**src/rtl/inst_fetch_stage.sv**
```systemverilog
// inst_fetch_stage
// Instruction-fetch stage plus IF/ID pipeline register.
// The fetch PC drives a single-outstanding read on an SRAM-like bus. Returned
// words go straight into IF/ID when the slot is free. Otherwise they park in a
// one-entry hold buffer. A redirect restarts fetch at a new PC and cancels any
// in-flight word.
//
// Ports:
//   clk, rst        clock, asynchronous active-high reset
//   stall_d         decode stalled, IF/ID holds its contents
//   flush_d         clear IF/ID (bubble)
//   redirect_valid  restart fetch at redirect_pc
//   redirect_pc     word-aligned redirect target
//   inst_req        read request
//   inst_addr       read address (current fetch PC)
//   inst_addr_ok    address accepted this cycle
//   inst_data_ok    read data valid this cycle
//   inst_rdata      read data
//   valid_d         IF/ID holds a real instruction
//   instr_d         IF/ID instruction, reads 0 when not valid
//   pc_d            PC of instr_d
//   op_d, rs_d, rt_d  decoder fields taken from instr_d
module inst_fetch_stage #(
  parameter logic [31:0] RESET_PC = 32'hBFC0_0000
) (
  input  logic        clk,
  input  logic        rst,
  input  logic        stall_d,
  input  logic        flush_d,
  input  logic        redirect_valid,
  input  logic [31:0] redirect_pc,
  output logic        inst_req,
  output logic [31:0] inst_addr,
  input  logic        inst_addr_ok,
  input  logic        inst_data_ok,
  input  logic [31:0] inst_rdata,
  output logic        valid_d,
  output logic [31:0] instr_d,
  output logic [31:0] pc_d,
  output logic [5:0]  op_d,
  output logic [5:0]  rs_d,
  output logic [5:0]  rt_d
);

  typedef enum logic [1:0] {
    S_REQ  = 2'd0,
    S_WAIT = 2'd1,
    S_HOLD = 2'd2
  } state_t;

  state_t      state, state_next;
  logic [31:0] fetch_pc, fetch_pc_next;
  logic        discard, discard_next;
  logic [31:0] hold_data, hold_pc;
  logic        hold_capture;
  logic        load;
  logic [31:0] load_data, load_pc;
  logic [31:0] instr_q;
  logic        slot_free;

  // IF/ID can take a new word when it is empty or decode is moving.
  assign slot_free = !valid_d || !stall_d;

  always_comb begin
    state_next    = state;
    fetch_pc_next = fetch_pc;
    discard_next  = discard;
    hold_capture  = 1'b0;
    load          = 1'b0;
    load_data     = inst_rdata;
    load_pc       = fetch_pc;
    inst_req      = 1'b0;
    unique case (state)
      S_REQ: begin
        inst_req = 1'b1;
        if (redirect_valid) begin
          fetch_pc_next = redirect_pc;
          // Once the old address has been accepted, its data must be thrown away.
          if (inst_addr_ok) begin
            discard_next = 1'b1;
            state_next   = S_WAIT;
          end
        end else if (inst_addr_ok) begin
          state_next = S_WAIT;
        end
      end
      S_WAIT: begin
        if (inst_data_ok) begin
          state_next = S_REQ;
          if (redirect_valid) begin
            fetch_pc_next = redirect_pc;
            discard_next  = 1'b0;
          end else if (discard) begin
            discard_next = 1'b0;
          end else if (slot_free && !flush_d) begin
            load          = 1'b1;
            fetch_pc_next = fetch_pc + 32'd4;
          end else begin
            hold_capture = 1'b1;
            state_next   = S_HOLD;
          end
        end else if (redirect_valid) begin
          fetch_pc_next = redirect_pc;
          discard_next  = 1'b1;
        end
      end
      S_HOLD: begin
        load_data = hold_data;
        load_pc   = hold_pc;
        if (redirect_valid) begin
          fetch_pc_next = redirect_pc;
          state_next    = S_REQ;
        end else if (slot_free && !flush_d) begin
          load          = 1'b1;
          fetch_pc_next = fetch_pc + 32'd4;
          state_next    = S_REQ;
        end
      end
      default: state_next = S_REQ;
    endcase
  end

  always_ff @(posedge clk or posedge rst) begin
    if (rst) begin
      state     <= S_REQ;
      fetch_pc  <= RESET_PC;
      discard   <= 1'b0;
      hold_data <= 32'd0;
      hold_pc   <= 32'd0;
    end else begin
      state    <= state_next;
      fetch_pc <= fetch_pc_next;
      discard  <= discard_next;
      if (hold_capture) begin
        hold_data <= inst_rdata;
        hold_pc   <= fetch_pc;
      end
    end
  end

  // IF/ID register: flush beats load, load beats stall-hold, else bubble.
  always_ff @(posedge clk or posedge rst) begin
    if (rst) begin
      valid_d <= 1'b0;
      instr_q <= 32'd0;
      pc_d    <= 32'd0;
    end else if (flush_d) begin
      valid_d <= 1'b0;
    end else if (load) begin
      valid_d <= 1'b1;
      instr_q <= load_data;
      pc_d    <= load_pc;
    end else if (!(stall_d && valid_d)) begin
      valid_d <= 1'b0;
    end
  end

  assign inst_addr = fetch_pc;
  // An empty slot presents a NOP to decode.
  assign instr_d   = valid_d ? instr_q : 32'd0;
  assign op_d      = instr_d[31:26];
  assign rs_d      = {1'b0, instr_d[25:21]};
  assign rt_d      = {1'b0, instr_d[20:16]};

endmodule

```
**config.mk**
```make
export PLATFORM = sky130hd
export DESIGN_NAME = inst_fetch_stage
export DESIGN_NICKNAME = d
export VERILOG_FILES = /design/src/rtl/inst_fetch_stage.sv
export SDC_FILE = /design/constraint.sdc
export NUM_CORES = 1
export LEC_CHECK = 0
export CAP_MARGIN = 15
export CORE_ASPECT_RATIO = 0.75
export CORE_MARGIN = 5
export CORE_UTILIZATION = 40
export CTS_CLUSTER_SIZE = 24
export DETAILED_ROUTE_END_ITERATION = 6
export PLACE_DENSITY = 0.66
export SLEW_MARGIN = 0
export SYNTH_ARGS = -nofsm -noshare
export SYNTH_HDL_FRONTEND = slang
export SYNTH_SLANG_ARGS = --single-unit
```
**constraint.sdc**
```tcl
create_clock -name clk -period 6.15 [get_ports clk]
set_input_delay 1.23 -clock clk [delete_from_list [all_inputs] [get_ports clk]]
set_output_delay 1.23 -clock clk [all_outputs]
set_load 0.02 [all_outputs]
```
Word-level counts from Yosys, hierarchy flattened --
Index checks and enable logic that the tools add are counted.
Storage, ports and cells: register bits after elaboration 164, input port bits 71, output and inout port bits 116, logic and storage cells 70
Cells by class: $add $sub $neg 1, eq/ne operators 9, mux-type cells 38, bitwise gates (word level) 1, reductions and logical operators 13
Operator list (count):
- 32-bit two-way mux | 9
- 32-bit case mux with 3 select lines | 1
- 32-bit by 3-bit adder with 32-bit output (second input constant) | 1
- 1-bit two-way mux | 18
- 2-bit two-way mux | 7
- 3-bit != test (second input constant) | 3
- 2-bit != test (second input constant) | 3
- 2-bit case mux with 3 select lines | 1
- 4-bit != test (second input constant) | 1
- 1-bit case mux with 2 select lines | 2
- 2-bit AND reduction | 2
- 4-bit AND reduction | 1
- 1-bit zero test | 3
- 3-bit AND reduction | 1
- 3-bit nonzero test | 1
- 2-bit by 1-bit == test with 1-bit output (second input constant) | 1
- 2-bit == test (second input constant) | 1
- 1-bit logical AND | 2
- 2-bit zero test | 1
- 2-bit nonzero test | 1
- 1-bit logical OR | 1
- 1-bit NOT | 1

Logic depth before layout (Yosys ltp) --
depth in word-level cells 10, depth in mapped cells 11

Worst setup path before layout --
OpenSTA, ideal clock, no wires.
kind input -> register, from input stall_d, to register fetch_pc[14] (netlist: inst_addr[14]), arrival 2559 ps, required time 6031 ps, slack 3472 ps, stages 6, path through a21o_4 or4_1 buf_2 nor4_4 nor3_1 o21a_1
On the way: word-level cells in the longest chain between the ends 8, elaborated cells between the ends (all ways) 9, classes of those cells mux (6); reduce/logical (3)
RTL lines:
- from (decl) | line 28 | input logic stall_d,
- 1-bit zero test (*) | line 62 | assign slot_free = !valid_d || !stall_d;
- 1-bit logical OR (*) | line 62
- 1-bit logical AND (*) | line 95, 113
- 32-bit two-way mux (*)
- 32-bit two-way mux (3 in a row)
- 32-bit case mux with 3 select lines (*)
- to (signal assigned) | line 132 | fetch_pc <= fetch_pc_next;
- to (decl) | line 52 | logic [31:0] fetch_pc, fetch_pc_next;
Every way passes the cells marked *; elsewhere a longest branch is shown, timed or not. The select of a mux whose other input is x is not followed. A chain may end at the register's enable or synchronous reset.

Worst setup path in the final report --
from register valid_d, to output instr_d[18]
On the way: word-level cells in the longest chain between the ends 1
RTL lines:
- from (decl) | line 37 | output logic valid_d,
- from (signal assigned) | line 144 | valid_d <= 1'b0;
- from (signal assigned) | line 148 | valid_d <= 1'b0;
- from (signal assigned) | line 150 | valid_d <= 1'b1;
- 32-bit two-way mux | line 160 | assign instr_d = valid_d ? instr_q : 32'd0;
- to (decl) | line 38 | output logic [31:0] instr_d,
Every way passes these cells.

==> results.json <==
{
  "r2r_start": "state[0]",
  "cts_tree": "yes",
  "fillerInstances": 1883,
  "io_buffers": 184,
  "routed-wl-met2_mm": 9.86,
  "place.gp.congestion": 0.879,
  "area_growth_syn_to_layout_pct": 30.7,
  "worstSkewPairLatency_ns": 0.42,
  "routed_wl_mm": 22.3,
  "highest_layer": "met4",
  "rr_worst_depth": 8,
  "pwr_density_cell_nw_per_um2": 431,
  "nets": 1016,
  "ant_nets": 0,
  "worstMarginPinSlew_ns": 1.01,
  "post_cts_resize_count": 0,
  "timing.final.crit_period_ns": 3.58,
  "avgSynthCellArea_um2": 10.5,
  "fin_skew_ns": 0.0104,
  "io_pins": 187,
  "vias": 6557,
  "worstPathArrival_ns": 2.35,
  "crit_required_ns": 4.92,
  "synthArstFlopShare_pct": 100,
  "r2r_slack_ns": 3.13,
  "vdd_ir_drop_max_uv": 170,
  "grt.total_usage_pct": 18.7,
  "synthesis.area_um2": 8330,
  "ys_seq_area_share_pct": 49.4,
  "start_util_pct": 40.8,
  "seq_area_um2": 4120,
  "cts-root-buf": "clkbuf_16",
  "hold_path_depth": 2,
  "rows": 45,
  "drt-vias-per-instance": 5.31,
  "setup-tns-final_ns": 0,
  "total_power_uw": 4690,
  "drt_iter0_drc": 724,
  "wl_per_cell_um": 18.1,
  "die-width_um": 177,
  "htree_levels": 4,
  "grt_pass1_wl_mm": 35.7,
  "syn_inst": 795,
  "relSlewSlack_pct": 32.5,
  "grt-ovfl-total": 0,
  "core_um2": 20400,
  "switching_share_pct": 37.0,
  "synthDominantCellAreaShare_pct": 46.6,
  "dieArea_um2": 23800,
  "fmax_mhz": 279,
  "seqPwrFrac_pct": 41.9,
  "final_layout_size_suffix_gt1_share_pct": 13.2,
  "rsz0062_at_grt": "false",
  "hold_buffers": 0,
  "period_share_pct": 58.2,
  "route.detailed.drc": 0,
  "path_clk_slew_ns": 0.07,
  "p_leak_uw": 0.00441,
  "switching_power_uw": 1730,
  "worst_slack_ns": 2.57,
  "dr.pass1.iters": 5,
  "grt_max_degree": 96,
  "hpwl_mm": 15.8,
  "diodes": 0,
  "yosys.area.top_type": "dfrtp_1",
  "grt_pass1_vias": 6460,
  "synth_edf_count": 0,
  "maxCapViolCount": 0,
  "hold_violations": 0,
  "hold_start": "instr_q[8]",
  "wl_met3_mm": 1.49,
  "synth_cell_types": 65,
  "min_to": "instr_q[8]",
  "cts-buffers-inserted": 17,
  "critPathMaxFanout": 36,
  "startpoint_type": "flop",
  "p_int_uw": 2950,
  "yosys-top-cells-area": "dfrtp_1 47%, mux2i_1 8.3%, mux2_2 8.0%",
  "die_h_um": 135,
  "crit_type": "flop to primary output",
  "ys_ff_latch": 164,
  "clock_sinks": 164,
  "setup_viol": 0,
  "synth_ff_type": "dfrtp_1",
  "antenna_found_initial": 0,
  "worstReg2RegEnd": "pc_d[29]",
  "wl_met1_mm": 10.7,
  "yosysWarnings": 0,
  "clock_path_buffers": 2,
  "pre_cts_slack_ns": 2.33,
  "multi_input_area_um2": 3850,
  "hp-class": "flop to flop",
  "pwr-share-clk_pct": 23.0,
  "p_comb_share_pct": 35.1,
  "report.final.slew_viol_count": 0,
  "end_kind": "primary output",
  "post_cts_buffers": 0,
  "status": "finished clean"
}
==> worst max-delay path by stage <==
stage	to	depth (start not counted)	slack (ns)	start
2_1_floorplan	discard	1	0.50	rst
3_3_place_gp	pc_d[9]	7	2.41	redirect_valid
3_5_place_dp	pc_d[29]	7	2.33	redirect_valid
4_1_cts	instr_d[18]	2	2.51	valid_d
5_1_grt	rt_d[2]	2	2.41	valid_d
6_report	instr_d[18]	2	2.57	valid_d
==> power by group through the flow <==
stage / Sequential (uW) / Clock [uW] / Combinational (uW)
global placement: 1960 / 0 / 1610
detailed placement: 1980 / 0 / 1650
finish: 1960 / 1080 / 1640
CTS: 1960 / 1110 / 1650
floorplan: 2040 / 0 / 854
global route: 2040 / 1150 / 1800
==> cells by family (layout without fill, tap and decap cells) <==
kind of cell	Yosys count	in the layout	synth area share, %
xor gates and xnor gates	1	1	0.105
AOI/OAI and AO/OA	161	161	11.8
and+or+nand+nor	251	251	16.1
buffers and inverters	79	236	4.73
DFF	164	164	49.4
muxes	133	133	17.0
other	1	2	0.0450
adders and majority gates	5	5	0.751
==> per-layer routing <==
metal	vias up	GRT usage, %
met3	20	4.56
met1	3194	27.4
met2	211	27.6
li1	3132	-
met4	0	5.11
met5	-	0
==> critical path: stages, from the launching register on <==
cell             delay, ns
dfrtp_1               1.01
and2_1                0.29
clkdlybuf4s50_1       0.63
==> synth_stat cells (3+ instances only) <==
master    count
a31oi_1       4
a21oi_1      19
nand2_1      93
o21ai_0      86
nand3_1      17
inv_1        10
ha_1          5
a211oi_1      7
o311ai_0      3
o221ai_1      3
a311oi_1      7
or4_1         4
o21a_1        4
nor4b_1       3
dfstp_2       9
mux2i_1      69
buf_1         4
buf_4        19
nor4_4        3
and2_1       36
nor4_1        7
nor3_1       19
mux2_2       59
clkbuf_1     25
mux2_1        5
and3_1        9
nand2b_1      6
nand4_1      10
buf_2        21
or3_1         3
dfrtp_1     155
and4_1        5
nor2_1       22
==> flip-flops by register name, summed over array words and instances (netlist names) <==
register   count
pc_d          32
valid_d        1
inst_addr     32
instr_q       32
state          2
hold_data     32
hold_pc       32
discard        1
==> metrics by stage <==
stage          cells  hold slack (ns)  cell area (um^2)  util (%)
2_1_floorplan    796            0.442              8330         -
4_1_cts         1235            0.479             10900      53.4
3_3_place_gp    1203            0.454             10300      50.5
6_report        1235            0.473             10900      53.4
5_1_grt         1235            0.492             10900      53.4
3_5_place_dp    1203            0.463             10300      50.5
==> cell type report <==
| class | count | area share [%] |
|---|---|---|
| multi-input cells | 553 | 35.4 |
| clock inverters | 13 | 1.47 |
| flip-flops and latches | 164 | 37.8 |
| repair buffers | 194 | 17.7 |
| clock buffers | 19 | 3.98 |
| inverters | 10 | 0.391 |
| well taps | 282 | 3.24 |
==> cells in the final DEF, fill, tap and decap left out, types with 10 or more instances in the layout <==
cell type / n
clkdlybuf4s50_1: 184
dfrtp_1: 155
nand2_1: 93
o21ai_0: 86
mux2i_1: 69
mux2_2: 59
and2_1: 36
nor2_1: 22
a21oi_1: 19
nor3_1: 19
nand3_1: 17
clkbuf_16: 17
nand4_1: 10
No activity file was read; power rests on OpenSTA's default activity.
